<file path="config.mk">
export PLATFORM = sky130hd
export DESIGN_NAME = plic_irq_gateway
export DESIGN_NICKNAME = d
export VERILOG_FILES = /design/src/rtl/uninasoc_pkg.sv /design/src/rtl/plic_gateway_cell.sv /design/src/rtl/plic_irq_gateway.sv
export SDC_FILE = /design/constraint.sdc
export NUM_CORES = 1
export LEC_CHECK = 0
export BUFFER_PORTS_ARGS = -buffer_cell sky130_fd_sc_hd__buf_2
export CAP_MARGIN = 20
export CORE_MARGIN = 3
export CORE_UTILIZATION = 50
export DETAILED_ROUTE_END_ITERATION = 7
export PLACE_DENSITY = 0.78
export SYNTH_ARGS = -nofsm -noshare
export SYNTH_HDL_FRONTEND = slang
export SYNTH_HIERARCHICAL = 1
export SYNTH_SLANG_ARGS = --single-unit
</file>
<file path="constraint.sdc">
create_clock -name clock_i -period 4.2 [get_ports clock_i]
set_clock_uncertainty 0.05 [all_clocks]
set_input_delay 0.84 -clock clock_i [delete_from_list [all_inputs] [get_ports clock_i]]
set_output_delay 0.84 -clock clock_i [all_outputs]
set_load 0.1 [all_outputs]
</file>
<file path="src/rtl/uninasoc_pkg.sv">
// SoC-wide constants for the PLIC: interrupt line map, gateway state encoding
// and the default trigger mode of each line.
package uninasoc_pkg;

  localparam int PLIC_RESERVED_INTERRUPT = 0;
  localparam int PLIC_GPIO_INTERRUPT     = 1;
  localparam int PLIC_TIM0_INTERRUPT     = 2;
  localparam int PLIC_TIM1_INTERRUPT     = 3;
  localparam int PLIC_UART_INTERRUPT     = 4;

  localparam int PLIC_NUM_SOURCES = 32;

  typedef enum logic [1:0] {
    GW_IDLE    = 2'd0,
    GW_PENDING = 2'd1,
    GW_CLAIMED = 2'd2
  } gw_state_t;

  // Timers pulse their interrupt; UART and GPIO hold theirs until serviced.
  localparam logic [PLIC_NUM_SOURCES-1:0] PLIC_DEFAULT_EDGE_MASK =
    (PLIC_NUM_SOURCES'(1) << PLIC_TIM0_INTERRUPT) |
    (PLIC_NUM_SOURCES'(1) << PLIC_TIM1_INTERRUPT);

endpackage

</file>
<file path="src/rtl/plic_gateway_cell.sv">
// One PLIC gateway line: input synchronizer, trigger detection and the
// IDLE/PENDING/CLAIMED request FSM with a coalescing re-pend flag.
module plic_gateway_cell
  import uninasoc_pkg::*;
#(
  parameter int unsigned SYNC_STAGES = 2,
  parameter bit          EDGE        = 1'b0
) (
  input  logic clk,
  input  logic rst_n,
  input  logic src,
  input  logic claim,
  input  logic complete,
  output logic pending,
  output logic claimed
);

  logic [SYNC_STAGES-1:0] sync_ff;
  logic [SYNC_STAGES:0]   warm_q;
  logic                   sync_q;
  logic                   trig_q;
  logic                   repend_q;
  logic                   sync_out;
  logic                   trig_d;
  logic                   edge_trig;
  gw_state_t              state_q;

  assign sync_out  = sync_ff[SYNC_STAGES-1];
  // warm_q fills with ones as real samples reach sync_q, so a line that was
  // already high across reset release is not mistaken for a rising edge.
  assign trig_d    = sync_out & (~EDGE | (~sync_q & warm_q[SYNC_STAGES]));
  assign edge_trig = EDGE & trig_q;
  assign claimed   = (state_q == GW_CLAIMED);

  // NOTE: every flop here uses non-blocking assignment so that all stages
  // sample the previous-cycle value of their neighbour, as real flops do.
  always_ff @(posedge clk or negedge rst_n) begin
    if (!rst_n) begin
      sync_ff <= '0;
      warm_q  <= '0;
      sync_q  <= 1'b0;
      trig_q  <= 1'b0;
    end else begin
      sync_ff <= {sync_ff[SYNC_STAGES-2:0], src};
      warm_q  <= {warm_q[SYNC_STAGES-1:0], 1'b1};
      sync_q  <= sync_out;
      trig_q  <= trig_d;
    end
  end

  always_ff @(posedge clk or negedge rst_n) begin
    if (!rst_n) begin
      state_q  <= GW_IDLE;
      pending  <= 1'b0;
      repend_q <= 1'b0;
    end else begin
      case (state_q)
        GW_IDLE: begin
          if (trig_q) begin
            state_q <= GW_PENDING;
            pending <= 1'b1;
          end
        end
        GW_PENDING: begin
          if (edge_trig) repend_q <= 1'b1;
          if (claim) begin
            state_q <= GW_CLAIMED;
            pending <= 1'b0;
          end
        end
        GW_CLAIMED: begin
          if (complete) begin
            repend_q <= 1'b0;
            if (repend_q || trig_q) begin
              state_q <= GW_PENDING;
              pending <= 1'b1;
            end else begin
              state_q <= GW_IDLE;
            end
          end else if (edge_trig) begin
            repend_q <= 1'b1;
          end
        end
        default: begin
          state_q  <= GW_IDLE;
          pending  <= 1'b0;
          repend_q <= 1'b0;
        end
      endcase
    end
  end

endmodule

</file>
<file path="src/rtl/plic_irq_gateway.sv">
// PLIC interrupt gateway array: one cell per source line 1..NUM_SRC-1, with
// claim/complete id decode and a registered error pulse for illegal requests.
module plic_irq_gateway
  import uninasoc_pkg::*;
#(
  parameter int unsigned        NUM_SRC     = 32,
  parameter int unsigned        SYNC_STAGES = 2,
  parameter logic [NUM_SRC-1:0] EDGE_MASK   = '0
) (
  input  logic                       clock_i,
  input  logic                       reset_ni,
  input  logic [NUM_SRC-1:0]         src_i,
  input  logic                       claim_valid_i,
  input  logic [$clog2(NUM_SRC)-1:0] claim_id_i,
  input  logic                       complete_valid_i,
  input  logic [$clog2(NUM_SRC)-1:0] complete_id_i,
  output logic [NUM_SRC-1:0]         pending_o,
  output logic                       err_o
);

  logic [NUM_SRC-1:0] pending_vec;
  logic [NUM_SRC-1:0] claimed_vec;
  logic               claim_ok;
  logic               complete_ok;
  logic               err_d;
  logic               unused_src0;

  // Line 0 is reserved: never pending, never claimed, its input is dropped.
  assign pending_vec[0] = 1'b0;
  assign claimed_vec[0] = 1'b0;
  assign unused_src0    = src_i[0];

  for (genvar k = 1; k < NUM_SRC; k++) begin : g_cell
    plic_gateway_cell #(
      .SYNC_STAGES (SYNC_STAGES),
      .EDGE        (EDGE_MASK[k])
    ) u_cell (
      .clk      (clock_i),
      .rst_n    (reset_ni),
      .src      (src_i[k]),
      .claim    (claim_valid_i && (32'(claim_id_i) == k)),
      .complete (complete_valid_i && (32'(complete_id_i) == k)),
      .pending  (pending_vec[k]),
      .claimed  (claimed_vec[k])
    );
  end

  assign claim_ok    = (32'(claim_id_i) < NUM_SRC) && pending_vec[claim_id_i];
  assign complete_ok = (32'(complete_id_i) < NUM_SRC) && claimed_vec[complete_id_i];
  assign err_d       = (claim_valid_i && !claim_ok) || (complete_valid_i && !complete_ok);
  assign pending_o   = pending_vec;

  always_ff @(posedge clock_i or negedge reset_ni) begin
    if (!reset_ni) err_o <= 1'b0;
    else           err_o <= err_d;
  end

endmodule

</file>
### Word level (Yosys, flattened, before mapping)

Cells that the tools add are included.

| storage, ports and cells | value |
|---|---|
| input port bits | 46 |
| register bits after elaboration | 218 |
| output and inout bits | 33 |
| logic and storage cells | 1066 |

| operators by class | value |
|---|---|
| reduce and logical (&&, ||, !) cells | 253 |
| bitwise gates (word level) | 31 |
| magnitude comparators | 2 |
| eq/ne operators | 248 |
| muxes and demuxes | 376 |

Operators with widths:

| cell | count |
|---|---|
| 1-bit two-way mux | 188 |
| 2-bit two-way mux | 93 |
| 2-bit by 1-bit inequality test with 1-bit output, second input constant | 93 |
| 2-bit one-hot mux with 3 select lines | 31 |
| 5-bit equality test, second input constant | 32 |
| 4-bit AND reduction | 31 |
| 1-bit one-hot mux with 3 select lines | 31 |
| 3-bit AND reduction | 31 |
| 5-bit by 4-bit equality test with 1-bit output, second input constant | 16 |
| 1-bit logical AND | 64 |
| 2-bit by 1-bit equality test with 1-bit output, second input constant | 31 |
| 2-bit equality test, second input constant | 31 |
| 2-bit zero test | 31 |
| 2-bit inequality test, second input constant | 31 |
| 1-bit one-hot mux with 2 select lines | 31 |
| 2-bit AND reduction | 31 |
| 2-bit OR reduction | 31 |
| 5-bit by 3-bit equality test with 1-bit output, second input constant | 8 |
| 1-bit logical OR | 32 |
| 1-bit inverter | 31 |
| 5-bit by 2-bit equality test with 1-bit output, second input constant | 4 |
| 5-bit by 6-bit < comparator with 1-bit output, second input constant | 2 |
| 1-bit binary-select mux with 5-bit select | 2 |
| 5-bit by 1-bit equality test with 1-bit output, second input constant | 2 |
| 1-bit zero test | 2 |

### Depth between registers and ports, before layout

| depth | value |
|---|---|
| depth in word-level cells | 6 |
| depth in mapped cells | 8 |

### Cells and area by module

Netlist, hierarchy kept.

Modules (own cells, without submodules):

| module | area each (sq um) | times used | sequential area each (sq um) | cells an instance |
|---|---|---|---|---|
| plic_gateway_cell (g_cell[10].u_cell ...) | 216.5 | 30 | 150.1 | 18 |
| plic_irq_gateway | 1079.8 | 1 | 25.0 | 160 |
| plic_gateway_cell (g_cell[28].u_cell) | 215.2 | 1 | 150.1 | 17 |

### Worst setup path before layout

No wires, ideal clock.

| path | value |
|---|---|
| kind | input port to flip-flop |
| start | input complete_id_i[0] |
| end | register err_o |
| required time | 4.081 ns |
| stages | 6 |
| slack | 2.017 ns |
| data arrival time | 2.065 ns |
| path through | buf_6 > mux4_1 > nor2b_4 > a2111oi_4 > nand3_1 > nand3_1 |

| between the ends | value |
|---|---|
| longest elaborated chain between the ends | 5 |

RTL lines:

| item | RTL line | RTL |
|---|---|---|
| start, declared | plic_irq_gateway.sv:16 | `input logic [$clog2(NUM_SRC)-1:0] complete_id_i,` |
| 1-bit binary-select mux with 5-bit select | plic_irq_gateway.sv:49 | `assign complete_ok = (32'(complete_id_i) < NUM_SRC) && claimed_vec[complete_id_i];` |
| 1-bit two-way mux (not written as such) | plic_irq_gateway.sv:49 |  |
| 1-bit zero test | plic_irq_gateway.sv:50 | `assign err_d = (claim_valid_i && !claim_ok) \|\| (complete_valid_i && !complete_ok);` |
| 1-bit logical AND | plic_irq_gateway.sv:50 |  |
| 1-bit logical OR | plic_irq_gateway.sv:50 |  |
| named net err_d | plic_irq_gateway.sv:25 | `logic err_d;` |
| end signal, assigned | plic_irq_gateway.sv:55 | `else err_o <= err_d;` |
| end, declared | plic_irq_gateway.sv:18 | `output logic err_o` |

The timed path passes the listed nets, and every way through them passes these cells. The select of a mux whose other input is x is not followed.
A chain may end at the register's enable or synchronous reset.

### Final worst setup path

| path | value |
|---|---|
| start | input claim_id_i[0] |
| end | register err_o |

| between the ends | value |
|---|---|
| longest elaborated chain between the ends | 5 |

RTL lines:

| item | RTL line | RTL |
|---|---|---|
| start, declared | plic_irq_gateway.sv:14 | `input logic [$clog2(NUM_SRC)-1:0] claim_id_i,` |
| 1-bit binary-select mux with 5-bit select | plic_irq_gateway.sv:48 | `assign claim_ok = (32'(claim_id_i) < NUM_SRC) && pending_vec[claim_id_i];` |
| 1-bit two-way mux (not written as such) | plic_irq_gateway.sv:48 |  |
| 1-bit zero test | plic_irq_gateway.sv:50 |  |
| 1-bit logical AND | plic_irq_gateway.sv:50 |  |
| 1-bit logical OR | plic_irq_gateway.sv:50 |  |
| named net err_d | plic_irq_gateway.sv:25 |  |

The timed path passes the listed nets, and every way through them passes these cells. The select of a mux whose other input is x is not followed.

==> results.json <==
{
  "run_status": "finished, final reports clean",
  "top_level_ports": 79,
  "antenna_found_initial": 1,
  "floorplan.initialDensity": 0.524,
  "post_synth_mux_area_share": 0.0474,
  "comb_power_share": 0.233,
  "synth.ff_latch_count": 187,
  "cts_max_level": 4,
  "clock_path_buffers": 2,
  "synthAdderAreaFrac": 0,
  "timing.critical_path.max_delay_family": "compound AO/OA/AOI/OAI gates",
  "critical_path.max_stage_delay_ps": 460,
  "die_width_um": 131,
  "insertion_delay_ps": 430,
  "power_report.internal_total_mw": 3.36,
  "worst_ep_arrival_time_ps": 2490,
  "area_share_of_and_or_nand_nor_cells_after_synthesis": 0.188,
  "avgViaCountPerCell": 5.60,
  "gpl.final_weighted_congestion": 0.841,
  "num-fill-cells": 1249,
  "fp.dieArea_um2": 17100,
  "row_count": 44,
  "largest_family_of_logic_cells_by_synthesized_area": "simple AND/OR/NAND/NOR gates",
  "first_global_vias": 5564,
  "p_sw_frac": 0.359,
  "finalCoreUtilization": 0.604,
  "power_switching_mw": 1.88,
  "path_max_fanout": 12,
  "finalMaxSlewViolations": 0,
  "critPathRequiredTime_ps": 4460,
  "timing.setup.tns_ps": 0,
  "achievable-frequency_ghz": 0.448,
  "vias": 5580,
  "synth_top_area_share": 0.601,
  "synth_top_cells_by_area": "dfrtp_1 60%, nor2b_2 6.9%, a21oi_1 5.9%, nand2_1 3.5%, nor2_1 3.0%",
  "synth_compound_gate_area_share": 0.137,
  "post-layout-total-power_mw": 5.24,
  "cts.clk_slew.worst_paths_ps": 70,
  "overflow": 0,
  "preCtsSetupSlack_ps": 1560,
  "worst_slack_ps": 1970,
  "drcViolationCount": 0,
  "rsz0062_at_grt": "false",
  "final_min_period_over_clock_period": 0.531,
  "cpMaxStageDelayCell": "o311ai_0",
  "grt_max_degree": 126,
  "min_from": "g_cell[25].u_cell/sync_ff[1]$_DFF_PN0_",
  "fp.coreArea_um2": 14900,
  "grt_first_pass_wirelength_um": 26800,
  "cts_hold_repair.buffers": 0,
  "met1_wl_um": 7160,
  "critical_path.reg2reg.endpoint": "err_o$_DFF_PN0_",
  "power_density_nw_per_um2": 584,
  "crit_path_cell_trace": "buf_2, nand2b_1, o311ai_0, a211oi_1, a211oi_1, nand3_1",
  "route.top_layer_used": "met4",
  "actual_slew_at_the_worst_max_slew_pin_ps": 966,
  "post_route_cells_drive_above_1_share": 0.228,
  "post_synthesis_xor_xnor_area_fraction": 0,
  "maxSlewHeadroom": 0.356,
  "cts_num_sinks": 187,
  "min_path_type": "reg -> reg",
  "drtAntennaViolNets": 0,
  "netlist_area_um2": 7790,
  "layout-area-overhead-vs-synth_pct": 15.2,
  "synth_sequential_area_ratio": 0.601,
  "dr.first_iter.drc_count": 467,
  "cp_num_buf_inv": 1,
  "whs_endpoint": "g_cell[25].u_cell/trig_q$_DFF_PN0_",
  "worst_ir_drop_vdd_mv": 0.490,
  "netlist.top_cell.by_area": "dfrtp_1",
  "met3RoutedLength_um": 1380,
  "synth_cell_types": 35,
  "cts-buffers-inserted": 17,
  "dp_hpwl_um": 11400,
  "clock-root-buffer": "clkbuf_16",
  "postSynthAreaPerCell_um2": 10.9,
  "count_of_input_and_output_buffers": 76,
  "r2r_cells": 6,
  "p_leak_nw": 3.54,
  "cts_repair_resize_count": 0,
  "post-route-min-period_ps": 2230,
  "finish.net_count": 847,
  "cp_common_cell": "a211oi_1",
  "finalWirelength_um": 16700,
  "clockPowerShare": 0.318,
  "holdPathStages": 0,
  "post_drt_wl_per_cell_um": 16.8,
  "synth.yosys.warnings": 6,
  "die_y_um": 131,
  "final_hold_viol_count": 0,
  "grt_usage": 0.203,
  "synth_nets": 763,
  "timing.rr.start": "g_cell[28].u_cell/state_q[0]$_DFFE_PN0P_",
  "cap_viol_max_count": 0,
  "end_kind": "register",
  "met2_length_um": 7880,
  "crit_path_start_kind": "input port",
  "cts_tree": "built",
  "post_synth_inst_count": 717,
  "power.sequential.fraction": 0.449,
  "cts_setup_buffers": 0,
  "reg2reg_setup_slack_ps": 2230,
  "setup_viol_count_final": 0,
  "detailedRoute.firstPassIterationCount": 5,
  "critPathKind": "in -> reg"
}
[power groups by stage]
stage	clock, mW	combinational, mW	sequential [mW]
floorplan	0	0.406	2.88
global placement	0	1.20	2.36
detailed placement	0	1.22	2.38
CTS	1.70	1.23	2.35
global route	1.78	1.30	2.39
finish	1.67	1.22	2.36
[how the worst max path moves through the flow]
stage	cells after the start	slack [ps]	end	start
6_report	6	1970	err_o$_DFF_PN0_	claim_id_i[0]
5_1_grt	6	1800	err_o$_DFF_PN0_	claim_id_i[0]
4_1_cts	1	1950	pending_o[28]	g_cell[28].u_cell/pending$_DFFE_PN0P_
3_5_place_dp	6	1560	err_o$_DFF_PN0_	claim_id_i[0]
3_3_place_gp	6	1610	err_o$_DFF_PN0_	claim_id_i[0]
2_1_floorplan	6	2020	err_o$_DFF_PN0_	complete_id_i[0]
[cell usage in the layout (no fill, tap or decap), types with 31 or more instances in the layout]
cell        n
nand2b_1   36
nand2_1    72
a21oi_1    92
o22ai_1    32
o21ai_0    31
dfrtp_1   187
buf_2      75
nor2b_2    61
nor2_1     63
inv_1      35
[metrics by stage]
| stage | instance area [um^2] | hold WS [ps] | cells |
|---|---|---|---|
| global placement | 8360 | 282 | 966 |
| detailed placement | 8360 | 285 | 966 |
| CTS | 8970 | 299 | 996 |
| floorplan | 7790 | 281 | 717 |
| finish | 8970 | 297 | 997 |
| global route | 8970 | 301 | 997 |
[metal layers]
metal,track usage,vias to the layer above
met2,0.321,202
met1,0.267,2720
met4,0.0647,0
li1,-,2631
met5,0,-
met3,0.0691,27
[state kept, by name, summed over array words and instances, names as in the netlist]
register and flops:
err_o 1, g_cell.u_cell/pending 31, g_cell.u_cell/state_q 62, g_cell.u_cell/sync_ff 62, g_cell.u_cell/trig_q 31
[synthesized netlist by cell type]
library cell and n:
dfrtp_1 187, a21oi_1 92, nand2_1 72, nor2_1 63
nor2b_2 61, nand2b_1 36, inv_1 35, o22ai_1 32
o21ai_0 31, o21ai_1 30, nand3_1 10, mux4_2 7
nor2b_1 7, clkbuf_1 6, mux2_2 5, mux2i_1 5
nor3_1 5, buf_2 4, mux4_1 4, a211oi_1 3
nand4_1 3, a2bb2oi_1 2, buf_4 2, nand3b_1 2
o311ai_0 2, or2_2 2, a2111oi_4 1, a22oi_1 1
and2b_2 1, buf_1 1, buf_6 1, conb_1 1
nand4b_1 1, nor2b_4 1, o2111a_1 1
[cell families after synthesis]
group           Yosys count
other cells               1
compound gates          195
simple gates            264
mux                      21
buf+inv                  49
flops                   187
[layout make-up]
class	instances	area (um^2)	area share
Antenna cell	1	2.50	0.000279
Clock inverter	10	168	0.0187
Inverter	35	131	0.0146
Tap cell	184	230	0.0257
Sequential cell	187	4680	0.521
Multi-Input combinational cell	481	2910	0.324
Clock buffer	20	447	0.0498
Timing Repair Buffer	79	412	0.0459
Power figures use the tool's default switching activity.
